<file path="config.mk">
export PLATFORM = sky130hd
export DESIGN_NAME = pipelined_barrel_shifter_flat
export DESIGN_NICKNAME = d
export VERILOG_FILES = /design/src/rtl/pipelined_barrel_shifter_if.sv /design/src/rtl/pipelined_barrel_shifter.sv /design/src/flat_wrapper.sv
export SDC_FILE = /design/constraint.sdc
export NUM_CORES = 1
export LEC_CHECK = 0
export CAP_MARGIN = 30
export CORE_MARGIN = 3
export CORE_UTILIZATION = 53
export DETAILED_ROUTE_END_ITERATION = 10
export HOLD_SLACK_MARGIN = 0.02
export PLACE_DENSITY_LB_ADDON = 0.05
export SYNTH_ARGS = -nofsm -noshare
export SYNTH_HDL_FRONTEND = slang
export SYNTH_SLANG_ARGS = --single-unit
export TNS_END_PERCENT = 30
</file>
<file path="constraint.sdc">
create_clock -name clk -period 2.1 [get_ports clk]
set_input_delay 0.42 -clock clk [delete_from_list [all_inputs] [get_ports clk]]
set_output_delay 0.42 -clock clk [all_outputs]
set_load 0.02 [all_outputs]
</file>
<file path="src/rtl/pipelined_barrel_shifter_if.sv">
// Valid/ready bus for the pipelined barrel shifter: operand side in, result side out.
interface pipelined_barrel_shifter_if #(
  parameter int unsigned WIDTH = 32,
  parameter int unsigned TAG_W = 4
);
  localparam int unsigned SHAMT_W = $clog2(WIDTH);

  logic               in_valid;
  logic               in_ready;
  logic [WIDTH-1:0]   in_data;
  logic [SHAMT_W-1:0] in_shamt;
  logic [2:0]         in_op;
  logic [TAG_W-1:0]   in_tag;
  logic               out_valid;
  logic               out_ready;
  logic [WIDTH-1:0]   out_data;
  logic [TAG_W-1:0]   out_tag;
  logic               out_zero;
  logic               out_err;

  modport slave (
    input  in_valid, in_data, in_shamt, in_op, in_tag, out_ready,
    output in_ready, out_valid, out_data, out_tag, out_zero, out_err
  );

  modport master (
    output in_valid, in_data, in_shamt, in_op, in_tag, out_ready,
    input  in_ready, out_valid, out_data, out_tag, out_zero, out_err
  );
endinterface

</file>
<file path="src/rtl/pipelined_barrel_shifter.sv">
// Log2-layered shift/rotate unit (SLL/SRL/SRA/ROL/ROR) with tag sideband and a
// single global advance enable; PIPE selects a register per layer or one output register.
module pipelined_barrel_shifter #(
  parameter int unsigned WIDTH = 32,
  parameter int unsigned PIPE  = 1,
  parameter int unsigned TAG_W = 4,
  localparam int unsigned SHAMT_W = $clog2(WIDTH)
) (
  input logic clk,
  input logic rst_n,
  pipelined_barrel_shifter_if.slave bus
);
  localparam int unsigned L = SHAMT_W;
  localparam logic [2:0] OP_SLL = 3'd0;
  localparam logic [2:0] OP_SRL = 3'd1;
  localparam logic [2:0] OP_SRA = 3'd2;
  localparam logic [2:0] OP_ROL = 3'd3;
  localparam logic [2:0] OP_ROR = 3'd4;

  // Illegal ops fall through to the default arm and pass the data untouched.
  function automatic logic [WIDTH-1:0] shift_layer(input logic [WIDTH-1:0] d,
                                                   input logic [2:0]       op,
                                                   input int unsigned      amt);
    case (op)
      OP_SLL:  return d << amt;
      OP_SRL:  return d >> amt;
      OP_SRA:  return $signed(d) >>> amt;
      OP_ROL:  return (d << amt) | (d >> (WIDTH - amt));
      OP_ROR:  return (d >> amt) | (d << (WIDTH - amt));
      default: return d;
    endcase
  endfunction

  logic               w_adv;
  logic [WIDTH-1:0]   w_fin_data;
  logic [2:0]         w_fin_op;
  logic [TAG_W-1:0]   w_fin_tag;
  logic               w_fin_valid;

  logic               r_out_valid;
  logic [WIDTH-1:0]   r_out_data;
  logic [TAG_W-1:0]   r_out_tag;
  logic               r_out_zero;
  logic               r_out_err;

  // Whole pipe moves or holds together; bubbles are not squeezed out.
  assign w_adv        = !r_out_valid || bus.out_ready;
  assign bus.in_ready = w_adv;

  if (PIPE != 0) begin : g_pipe
    logic [WIDTH-1:0]   r_mid_data  [L-1];
    logic [2:0]         r_mid_op    [L-1];
    logic [SHAMT_W-1:0] r_mid_shamt [L-1];
    logic [TAG_W-1:0]   r_mid_tag   [L-1];
    logic [L-2:0]       r_mid_valid;
    logic [WIDTH-1:0]   w_in  [L];
    logic [2:0]         w_op  [L];
    logic [SHAMT_W-1:0] w_sh  [L];
    logic [WIDTH-1:0]   w_res [L];

    always_comb begin
      w_in[0] = bus.in_data;
      w_op[0] = bus.in_op;
      w_sh[0] = bus.in_shamt;
      for (int k = 1; k < int'(L); k++) begin
        w_in[k] = r_mid_data[k-1];
        w_op[k] = r_mid_op[k-1];
        w_sh[k] = r_mid_shamt[k-1];
      end
      for (int k = 0; k < int'(L); k++) begin
        w_res[k] = w_sh[k][k] ? shift_layer(w_in[k], w_op[k], 32'd1 << k) : w_in[k];
      end
    end

    always_ff @(posedge clk or negedge rst_n) begin
      if (!rst_n) begin
        r_mid_valid <= '0;
        for (int k = 0; k < int'(L) - 1; k++) begin
          r_mid_data[k]  <= '0;
          r_mid_op[k]    <= '0;
          r_mid_shamt[k] <= '0;
          r_mid_tag[k]   <= '0;
        end
      end else if (w_adv) begin
        r_mid_valid  <= {r_mid_valid[L-3:0], bus.in_valid};
        r_mid_tag[0] <= bus.in_tag;
        for (int k = 1; k < int'(L) - 1; k++) begin
          r_mid_tag[k] <= r_mid_tag[k-1];
        end
        for (int k = 0; k < int'(L) - 1; k++) begin
          r_mid_data[k]  <= w_res[k];
          r_mid_op[k]    <= w_op[k];
          r_mid_shamt[k] <= w_sh[k];
        end
      end
    end

    assign w_fin_data  = w_res[L-1];
    assign w_fin_op    = w_op[L-1];
    assign w_fin_tag   = r_mid_tag[L-2];
    assign w_fin_valid = r_mid_valid[L-2];
  end else begin : g_comb
    always_comb begin
      w_fin_data = bus.in_data;
      for (int k = 0; k < int'(L); k++) begin
        if (bus.in_shamt[k]) begin
          w_fin_data = shift_layer(w_fin_data, bus.in_op, 32'd1 << k);
        end
      end
    end

    assign w_fin_op    = bus.in_op;
    assign w_fin_tag   = bus.in_tag;
    assign w_fin_valid = bus.in_valid;
  end

  always_ff @(posedge clk or negedge rst_n) begin
    if (!rst_n) begin
      r_out_valid <= 1'b0;
      r_out_data  <= '0;
      r_out_tag   <= '0;
      r_out_zero  <= 1'b0;
      r_out_err   <= 1'b0;
    end else if (w_adv) begin
      r_out_valid <= w_fin_valid;
      r_out_data  <= w_fin_data;
      r_out_tag   <= w_fin_tag;
      r_out_zero  <= (w_fin_data == '0);
      r_out_err   <= (w_fin_op > OP_ROR);
    end
  end

  assign bus.out_valid = r_out_valid;
  assign bus.out_data  = r_out_data;
  assign bus.out_tag   = r_out_tag;
  assign bus.out_zero  = r_out_zero;
  assign bus.out_err   = r_out_err;
endmodule

</file>
<file path="src/flat_wrapper.sv">
// flat-port wrapper written by rule: the top's interface ports become plain ports
module pipelined_barrel_shifter_flat 
#(
  parameter int unsigned WIDTH = 32,
  parameter int unsigned PIPE  = 1,
  parameter int unsigned TAG_W = 4,
  localparam int unsigned SHAMT_W = $clog2(WIDTH)
)
  (clk, rst_n, bus_in_valid, bus_in_data, bus_in_shamt, bus_in_op, bus_in_tag, bus_out_ready, bus_in_ready, bus_out_valid, bus_out_data, bus_out_tag, bus_out_zero, bus_out_err);
  pipelined_barrel_shifter_if #(.WIDTH(WIDTH), .TAG_W(TAG_W)) bus_i ();
  input logic clk;
  input logic rst_n;
  input wire logic [$bits(bus_i.in_valid)-1:0] bus_in_valid;
  input wire logic [$bits(bus_i.in_data)-1:0] bus_in_data;
  input wire logic [$bits(bus_i.in_shamt)-1:0] bus_in_shamt;
  input wire logic [$bits(bus_i.in_op)-1:0] bus_in_op;
  input wire logic [$bits(bus_i.in_tag)-1:0] bus_in_tag;
  input wire logic [$bits(bus_i.out_ready)-1:0] bus_out_ready;
  output wire logic [$bits(bus_i.in_ready)-1:0] bus_in_ready;
  output wire logic [$bits(bus_i.out_valid)-1:0] bus_out_valid;
  output wire logic [$bits(bus_i.out_data)-1:0] bus_out_data;
  output wire logic [$bits(bus_i.out_tag)-1:0] bus_out_tag;
  output wire logic [$bits(bus_i.out_zero)-1:0] bus_out_zero;
  output wire logic [$bits(bus_i.out_err)-1:0] bus_out_err;
  assign bus_i.in_valid = bus_in_valid;
  assign bus_i.in_data = bus_in_data;
  assign bus_i.in_shamt = bus_in_shamt;
  assign bus_i.in_op = bus_in_op;
  assign bus_i.in_tag = bus_in_tag;
  assign bus_i.out_ready = bus_out_ready;
  assign bus_in_ready = bus_i.in_ready;
  assign bus_out_valid = bus_i.out_valid;
  assign bus_out_data = bus_i.out_data;
  assign bus_out_tag = bus_i.out_tag;
  assign bus_out_zero = bus_i.out_zero;
  assign bus_out_err = bus_i.out_err;
  pipelined_barrel_shifter #(.WIDTH(WIDTH), .PIPE(PIPE), .TAG_W(TAG_W)) u_core (.clk(clk), .rst_n(rst_n), .bus(bus_i));
endmodule
</file>
* Yosys cells after proc, flatten, opt, wreduce, memory -nomap -nowiden
Cells that the tools add are included.
** Cells by class
- $add $sub $neg :: 0
- $mul :: 0
- Div/mod/pow operators :: 0
- $lt $le $gt $ge :: 1
- Equality and inequality tests :: 20
- Shift operators :: 0
- Multiplexer cells :: 10
- Bitwise logic cells :: 9
- Reduce and logical (&&, ||, !) cells :: 9
** Operators by type and width (number)
- 32-bit case mux with 5 select lines :: 4
- 32-bit two-way mux :: 5
- 32-bit case mux with 4 select lines :: 1
- 32-bit logical NOT :: 1
- 24-bit by 32-bit bitwise OR with 32-bit output :: 1
- 28-bit by 32-bit bitwise OR with 32-bit output :: 1
- 30-bit by 32-bit bitwise OR with 32-bit output :: 1
- 31-bit by 32-bit bitwise OR with 32-bit output :: 1
- 32-bit by 1-bit bitwise OR with 32-bit output :: 1
- 32-bit by 16-bit bitwise OR with 32-bit output :: 1
- 32-bit by 2-bit bitwise OR with 32-bit output :: 1
- 32-bit by 4-bit bitwise OR with 32-bit output :: 1
- 32-bit by 8-bit bitwise OR with 32-bit output :: 1
- 3-bit by 2-bit equality test with 1-bit output, second input constant :: 10
- 3-bit by 1-bit equality test with 1-bit output, second input constant :: 5
- 3-bit equality test, second input constant :: 5
- 3-bit logical NOT :: 5
- 3-bit greater-than comparator, second input constant :: 1
- 2-bit OR reduction :: 1
- 1-bit logical NOT :: 1
- 1-bit logical OR :: 1
** Storage, ports and cells
- Register bits :: 219
- Latch bits :: 0
- Memory bits (writable) :: 0
- Bits in read-only memories :: 0
- Output and inout port bits :: 40
- Word-level logic and storage cells :: 71
- Memories kept :: 0

* Depth between registers and ports, before layout
Gate-level depths: netlist of run 1.
- Depth after elaboration :: 5
- Mapped depth :: 8

* Worst setup path after synthesis of run 1
Ideal clock, no wire load.
- Path kind :: register to output
- Start :: register u_core.r_out_valid (netlist: u_core.bus.out_valid)
- End :: output bus_in_ready
- Data arrival time :: 1711 ps
- Data required time :: 1680 ps
- Slack :: -31 ps
- Cell stages (with the launch flop) :: 7
- Cell sequence :: dfrtp_1 -> nor2b_1 -> clkbuf_1 -> clkbuf_1 -> inv_1 -> clkbuf_1 -> buf_1
** Between the ends
- Longest elaborated chain between the ends :: 2
** RTL lines
- start, declared :: RTL line pipelined_barrel_shifter.sv:40 : logic r_out_valid;
- start signal, assigned :: RTL line pipelined_barrel_shifter.sv:125 : r_out_valid <= w_fin_valid;
- 1-bit logical NOT :: RTL line pipelined_barrel_shifter.sv:47 : assign w_adv = !r_out_valid || bus.out_ready;
- 1-bit logical OR :: RTL line pipelined_barrel_shifter.sv:47
- end, declared :: RTL line flat_wrapper.sv:19 : output wire logic [$bits(bus_i.in_ready)-1:0] bus_in_ready;
No other way between the ends.

* Final worst setup path of run 1
- Start :: register u_core.g_pipe.r_mid_op (netlist bit u_core.w_fin_op[1])
- End :: register u_core.r_out_zero (netlist: u_core.bus.out_zero)
** Between the ends
- Longest elaborated chain between the ends :: 5
** RTL lines
- start, declared :: RTL line pipelined_barrel_shifter.sv:52 : logic [2:0] r_mid_op [L-1];
- start signal, assigned by index :: RTL line pipelined_barrel_shifter.sv:92 : r_mid_op[k] <= w_op[k];
- 3-bit by 2-bit equality test with 1-bit output or 3-bit equality test (tied branches) :: RTL line pipelined_barrel_shifter.sv:24 : case (op)
- 2-bit OR reduction (no source line)
- 32-bit case mux with 4 select lines * :: RTL line pipelined_barrel_shifter.sv:24
- 32-bit two-way mux * :: RTL line pipelined_barrel_shifter.sv:71 : w_res[k] = w_sh[k][k] ? shift_layer(w_in[k], w_op[k], 32'd1 << k) : w_in[k];
- 32-bit logical NOT * :: RTL line pipelined_barrel_shifter.sv:128 : r_out_zero <= (w_fin_data == '0);
- end signal, assigned :: RTL line pipelined_barrel_shifter.sv:128
- end, declared :: RTL line pipelined_barrel_shifter.sv:43 : logic r_out_zero;
Every way passes the cells marked *; elsewhere a longest branch is shown, timed or not.
A chain may end at the register's enable or synchronous reset.

==> results of run 1 <==
worst paths after layout:
| kind | endpoint | slack [ns] |
|---|---|---|
| worst max-delay path | u_core.bus.out_zero$_DFFE_PN0P_ | 0.03 |
| worst min-delay path | u_core.bus.out_data[17]$_DFFE_PN0P_ | 0.37 |
| worst max register to register | u_core.bus.out_zero$_DFFE_PN0P_ | 0.03 |
| worst min register to register | u_core.g_pipe.r_mid_valid[3]$_DFFE_PN0P_ | 0.46 |
| max in group asynchronous | u_core.g_pipe.r_mid_data[105]$_DFFE_PN0P_ | 1.07 |
| min in group clk | u_core.g_pipe.r_mid_tag[14]$_DFFE_PN0P_ | 0.45 |
flip-flops by register name, indices dropped and copies added (netlist names):
register                   flops
u_core.w_fin_op                3
u_core.bus.out_data           32
u_core.bus.out_err             1
u_core.g_pipe.r_mid_valid      4
u_core.bus.out_valid           1
u_core.bus.out_zero            1
u_core.w_fin_tag               4
u_core.bus.out_tag             4
u_core.g_pipe.r_mid_op         9
u_core.g_pipe.r_mid_data     128
u_core.g_pipe.r_mid_shamt     10
u_core.g_pipe.r_mid_tag       12
logic make-up after synthesis:
kind of cell    Yosys count  share of synthesized area
compound gates          477                      0.288
xor+xnor                  4                    0.00380
fa+ha+maj                15                     0.0134
buf+inv                 128                     0.0455
flops                   209                      0.467
mux                      32                     0.0287
simple gates            423                      0.154
per-layer routing:
layer | part of all wire | up-vias | wire length (um) | GRT usage
li1 | - | 4845 | - | -
met2 | 0.47 | 329 | 14000 | 0.415
met1 | 0.45 | 4791 | 13500 | 0.379
met3 | 0.054 | 60 | 1620 | 0.0344
met4 | 0.026 | 0 | 766 | 0.0707
met5 | 0 | - | 0 | 0
area by class of cell:
| class | instances | area share |
|---|---|---|
| multi-input cells | 951 | 0.407 |
| flip-flops and latches | 209 | 0.387 |
| repair buffers | 163 | 0.120 |
| clock buffers | 31 | 0.0500 |
| well taps | 270 | 0.0250 |
| clock inverters | 11 | 0.00842 |
| inverters | 9 | 0.00250 |
power by group through the flow:
| stage | Combinational, mW | Clock [mW] | Sequential [mW] |
|---|---|---|---|
| floorplan | 7.20 | 0 | 7.74 |
| global route | 12.2 | 4.39 | 8.46 |
| detailed placement | 11.0 | 0 | 8.22 |
| CTS | 11.0 | 4.22 | 8.16 |
| finish | 11.1 | 4.13 | 8.24 |
| global placement | 10.8 | 0 | 8.18 |
synth_stat cells (2+ instances only):
cell type	instances	area share
o21ai_0	68	0.030
o22ai_1	29	0.016
nor2b_1	6	0.0034
nand2_1	326	0.11
maj3_1	15	0.013
dfrtp_1	209	0.47
o21ai_1	131	0.059
clkbuf_1	103	0.035
nand2b_1	4	0.0022
nor2_1	48	0.016
a21o_1	2	0.0013
buf_2	11	0.0049
or3_1	2	0.0011
o211ai_1	16	0.011
buf_6	2	0.0020
a21oi_1	32	0.014
a221o_1	54	0.048
a222oi_1	2	0.0018
inv_1	9	0.0030
and2_1	3	0.0017
nor4_1	5	0.0028
buf_1	3	0.0010
o2bb2ai_1	27	0.021
a22o_1	4	0.0031
nand3_1	2	0.00089
o31ai_1	44	0.029
o22a_1	15	0.012
and3_1	15	0.0084
a221oi_1	33	0.026
o21a_1	3	0.0020
o32ai_1	5	0.0039
mux2i_1	31	0.028
xor2_1	2	0.0016
or2_1	4	0.0022
worst max-delay path: stages, from the launching register on:
cell	delay [ns]
dfrtp_1	0.43
or2_1	0.36
a22o_1	0.27
a221o_1	0.33
a2111o_1	0.37
o31ai_2	0.22
layout by cell type (no fill, tap or decap), types with 5 or more instances in the layout:
cell	count
o2bb2ai_1	27
o31ai_1	44
o21ai_1	130
maj3_1	15
clkinv_2	6
nor4_1	5
nor2_1	48
clkbuf_8	8
mux2i_1	31
o22ai_1	29
dfrtp_1	209
o22a_1	15
o211ai_1	16
o32ai_1	5
and3_1	15
a221o_1	54
nand2_1	326
o21ai_0	68
clkbuf_16	23
a221oi_1	33
buf_4	60
inv_1	8
clkdlybuf4s50_1	85
buf_12	14
a21oi_1	29
nor2b_1	5
repair_timing:
action	4_1_cts	5_1_grt
endpoints found under the hold margin	27	0
hold buffers	1	0
pin swaps	0	0
endpoints found under the setup margin	1	35
resized for setup	1	4
==> metrics, run 1 <==
result of the run=complete, no violations; final cell utilization of the core=0.660; post-DR vias/cell=6.10; Buffers on Ports=87; register share of total power=0.351; clock tree sinks=209; count of distinct cell types in the synthesized netlist=57; Diodes inserted=0; number of buffers on the longest clock path=3; post-layout minimum cycle time=2.07 ns; combinational cell fraction of total power=0.473; DRC viols=0; number of vias after detailed routing=10000; vias in the first global route=9194; FF+latch count, synth=209; boundary pin count=88; clock tree from TritonCTS=done; fraction of layout instances using a drive strength above 1=0.0946; Peak Freq=483 MHz; startpoint of the worst register-to-register path=u_core.w_fin_op[1]$_DFFE_PN0P_; HPWL after detailed placement=20800 um; ratio of total power to cell area=1730 nW/um2; critical path type=flop to flop; placement-stage cell area=12700 um2; cell internal pwr=13.4 mW; Finished Cell Area=13500 um2; number of buffers created by CTS=23; area added between synthesis and finish=20.7%; crit path capture type=flop; antenna violations before repair=0; start point of the critical path=u_core.w_fin_op[1]$_DFFE_PN0P_; path type of the worst min-delay path=primary input to asynchronous set/reset pin; die span in x=151 um; non-filler instance count after layout=1644; worst setup slack after placement=-0.0263 ns; required time at the worst-slack endpoint=2.51 ns; normalized max-slew margin=0.646; Synth Area per Inst=8.70 um2; period utilisation layout=0.987; first-pass GRT wire length=48600 um; number of detailed-route iterations in the first pass=6; switching part of the total power=0.431; post-synthesis instance area=11200 um2; P_sw=10.1 mW; Max IR drop VDD=730 uV; initial DRC count=681; minimum setup slack in the final design=0.0278 ns; number of enable-type register cells in the synthesized netlist=0; total setup buffers inserted after CTS=0; Initial Utilization=0.546; Die Height=151 um; cells after synthesis=1288; pin count of the biggest net entering global routing=124; number of violations of the max-capacitance limit=0; post-route worst hold slack=0.372 ns; cell leakage power=5.63 nW; area taken by flip-flops and latches=5230 um2; worst reg2reg path depth=5; asr flop ratio synth=1.00; Post-Synthesis Net Count=1336; routability congestion estimate from global placement=0.894; slew at the pin closest to its max-slew limit=0.529 ns; yosys synthesis warning count=0; final net count=1405; TNS Setup=0 ns; Max Slew Vio Count=0; Final ANT Viol Nets=0; total congestion overflow=0; overall die area=22900 um2; post-route clock skew=0.0112 ns; level count of the clock H-tree=1; per-cell routed wire length=18.2 um; Routed WL=29900 um; area of the placeable core=20500 um2; number of filler instances in the final layout=1740; Placed Cells=1601; critical path arrival=2.49 ns; Power, Total=23.5 mW; root cell of the clock tree=clkbuf_16; clock slew seen by the registers of the worst setup and hold paths=0.06 ns; combined area of the multi-input logic cells=5500 um2; share of synthesized area occupied by flip-flops and latches=0.467; Primary FF master, synth=dfrtp_1; total routing resource utilization after global routing=0.261; clock insertion delay at the later pin of the skew report=0.51 ns; launching element type of the critical path=flop; largest fanout on the critical path=7; final setup violation count=0; clock power share=0.176; final hold vios=0; std cell rows=52
Power figures use the tool's default switching activity.
==> inputs of run 2 (changes only) <==
--- a/config.mk
+++ b/config.mk
@@ -9,6 +9,7 @@
 export CORE_MARGIN = 3
 export CORE_UTILIZATION = 53
 export DETAILED_ROUTE_END_ITERATION = 10
+export GPL_TIMING_DRIVEN = 0
 export HOLD_SLACK_MARGIN = 0.02
 export PLACE_DENSITY_LB_ADDON = 0.05
 export SYNTH_ARGS = -nofsm -noshare
==> metrics, run 2 (same netlist as run 1, synthesis figures left out) <==
vias in the first global route=10100 (+9.8%); Routed WL=34800 um (+16%); unrepaired setup endpoints after global routing=true; total congestion overflow=0 (unchanged); number of filler instances in the final layout=1755 (+0.86%); path type of the worst min-delay path=primary input to flop; clock slew seen by the registers of the worst setup and hold paths=0.06 ns (about the same); root cell of the clock tree=clkbuf_16; area of the placeable core=20500 um2 (unchanged); Power, Total=24.0 mW (+2.2%); antenna violations before repair=0 (unchanged); pin count of the biggest net entering global routing=112 (-9.7%); clock tree sinks=209 (unchanged); number of buffers created by CTS=23 (unchanged); final setup violation count=1 (+1); Placed Cells=1646 (+2.8%); Initial Utilization=0.546 (unchanged); final net count=1445 (+2.8%); ratio of total power to cell area=1790 nW/um2 (+2.9%); Final ANT Viol Nets=0 (unchanged); cell leakage power=5.54 nW (-1.6%); cell family with the largest share of critical-path delay=simple AND/OR/NAND/NOR gates; clock tree from TritonCTS=done; largest fanout on the critical path=6 (-1); slew at the pin closest to its max-slew limit=0.781 ns (+0.252 ns); number of vias after detailed routing=10600 (+5.7%); initial DRC count=934 (+37%); Largest register FFs=128 (unchanged); met3 Track Usage GR=0.0371 (+0.00269); period utilisation layout=1.01 (+0.0185); peak per-stage delay on the critical path=0.53 ns (+0.10 ns); Buffers on Ports=86 (-1.1%); final cell utilization of the core=0.655 (-0.00476); post-route clock skew=0.0142 ns (+0.00302 ns); clock insertion delay at the later pin of the skew report=0.51 ns (about the same); met2 layer usage reported by global route=0.505 (+0.0894); overall die area=22900 um2 (unchanged); Max IR drop VDD=1090 uV (+50%); launching element type of the critical path=flop; slowest library cell on the worst path=or4_1; boundary pin count=88 (unchanged); routability congestion estimate from global placement=0.903 (+0.96%); number of violations of the max-capacitance limit=0 (unchanged); critical path arrival=2.53 ns (+0.04 ns); non-filler instance count after layout=1684 (+2.4%); crit path capture type=flop; required time at the worst-slack endpoint=2.52 ns (about the same); minimum setup slack in the final design=-0.0110 ns (-0.0389 ns); Die Height=151 um (unchanged); busiest layer in global routing=met2; leading cell types in the layout, fill and taps excluded=325 x nand2_1, 208 x dfrtp_1, 131 x o21ai_1, 84 x clkdlybuf4s50_1; final hold vios=0 (unchanged); number of buffers on the longest clock path=3 (unchanged); normalized max-slew margin=0.479 (-0.167); critical-path cell list=or4_1 -> and4_1 -> a2111oi_1 -> nand4_1 -> o31ai_2; area added between synthesis and finish=19.9%; fraction of layout instances using a drive strength above 1=0.0750 (-0.0196); violations in the final reports=negative setup slack; post-route worst hold slack=0.339 ns (-0.0335 ns); most flop-heavy register=u_core.g_pipe.r_mid_data; commonest non-fill, non-tap cell in the layout=nand2_1; post-layout minimum cycle time=2.11 ns (+0.0389 ns); critical path type=flop to flop; number of detailed-route iterations in the first pass=5 (-1); post-DR vias/cell=6.29 (+3.2%); Max Slew Vio Count=0 (unchanged); level count of the clock H-tree=1 (unchanged); total routing resource utilization after global routing=0.305 (+0.0432); met1 Usage GRT=0.412 (+0.0330); first-pass GRT wire length=55100 um (+13%); Peak Freq=474 MHz (-1.8%); die span in x=151 um (unchanged); std cell rows=52 (unchanged); Diodes inserted=0 (unchanged); buffers plus inverters on the worst setup path=0 (unchanged); result of the run=finished with violations; HPWL after detailed placement=25500 um (+23%); per-cell routed wire length=20.7 um (+14%); DRC viols=0 (unchanged)
[run 2: changes by cell type in the layout (fill, tap and decap cells not counted), moves of 2 or more]
cell / previous run / this run
buf_12: 14 / 0
a21oi_4: 1 / 3
clkinv_2: 6 / 3
buf_4: 60 / 4
clkbuf_8: 8 / 10
buf_6: 0 / 4
clkbuf_2: 0 / 25
buf_2: 0 / 11
a21oi_2: 3 / 0
clkbuf_1: 1 / 68
buf_8: 1 / 3
[run 2: layout make-up]
cell class / count / area, um2 / area share
clock buffer: 33 / 703 / 0.0524
clock inverter: 9 / 130 / 0.00969
sequential: 209 / 5230 / 0.390
inverter: 9 / 36.3 / 0.00270
timing repair buffer: 92 / 932 / 0.0694
buffer: 111 / 523 / 0.0390
tap: 270 / 338 / 0.0252
multi-input combinational: 951 / 5530 / 0.412
[run 2: report_power, final]
part	internal (mW)	switching, mW
logic	4.57	6.72
registers	5.93	2.42
clock network	2.70	1.63
total	13.2	10.8
[run 2: repair_timing]
item | 4_1_cts | 5_1_grt
resized for setup | 37 | 45
hold buffers | 1 | 0
buffers inserted | 3 | 0
pin swaps | 2 | 2
endpoints found under the setup margin | 210 | 148
endpoints found under the hold margin | 98 | 0
[run 2: path summary, 6_finish.rpt]
kind | end | cells after the start | slack, ns | from
worst max-delay path | u_core.bus.out_zero$_DFFE_PN0P_ | 5 | -0.01 | u_core.g_pipe.r_mid_data[29]$_DFFE_PN0P_
worst min-delay path | u_core.g_pipe.r_mid_op[11]$_DFFE_PN0P_ | 3 | 0.34 | bus_in_op[2]
worst max register to register | u_core.bus.out_zero$_DFFE_PN0P_ | 5 | -0.01 | u_core.g_pipe.r_mid_data[29]$_DFFE_PN0P_
worst min register to register | u_core.g_pipe.r_mid_tag[4]$_DFFE_PN0P_ | 2 | 0.46 | u_core.g_pipe.r_mid_tag[4]$_DFFE_PN0P_
max in group asynchronous | u_core.g_pipe.r_mid_data[54]$_DFFE_PN0P_ | 3 | 0.60 | rst_n
min in group asynchronous | u_core.bus.out_data[8]$_DFFE_PN0P_ | 2 | 0.50 | rst_n
[run 2: routing by layer]
| layer | vias up | wire [um] | part of all wire |
|---|---|---|---|
| met5 | - | 0 | 0 |
| met4 | 0 | 1450 | 0.042 |
| met3 | 102 | 2260 | 0.065 |
| met2 | 465 | 16500 | 0.47 |
| met1 | 5109 | 14600 | 0.42 |
| li1 | 4919 | - | - |
[run 2: per-stage QoR]
step	instance area [um2]	setup TNS (ns)	worst slack [ns]
after CTS	13400	-0.00681	-0.00681
after global routing	13400	-0.156	-0.0773
after detailed placement	12400	-238.11	-1.57
after global placement	12400	-1890.09	-7.99
final	13400	-0.0110	-0.0110
after floorplan	11200	0	0.106
[run 2: worst min-delay path, cell delays in order]
cell,delay [ns]
clkbuf_1,0.21
nand2_1,0.12
nand2_1,0.05
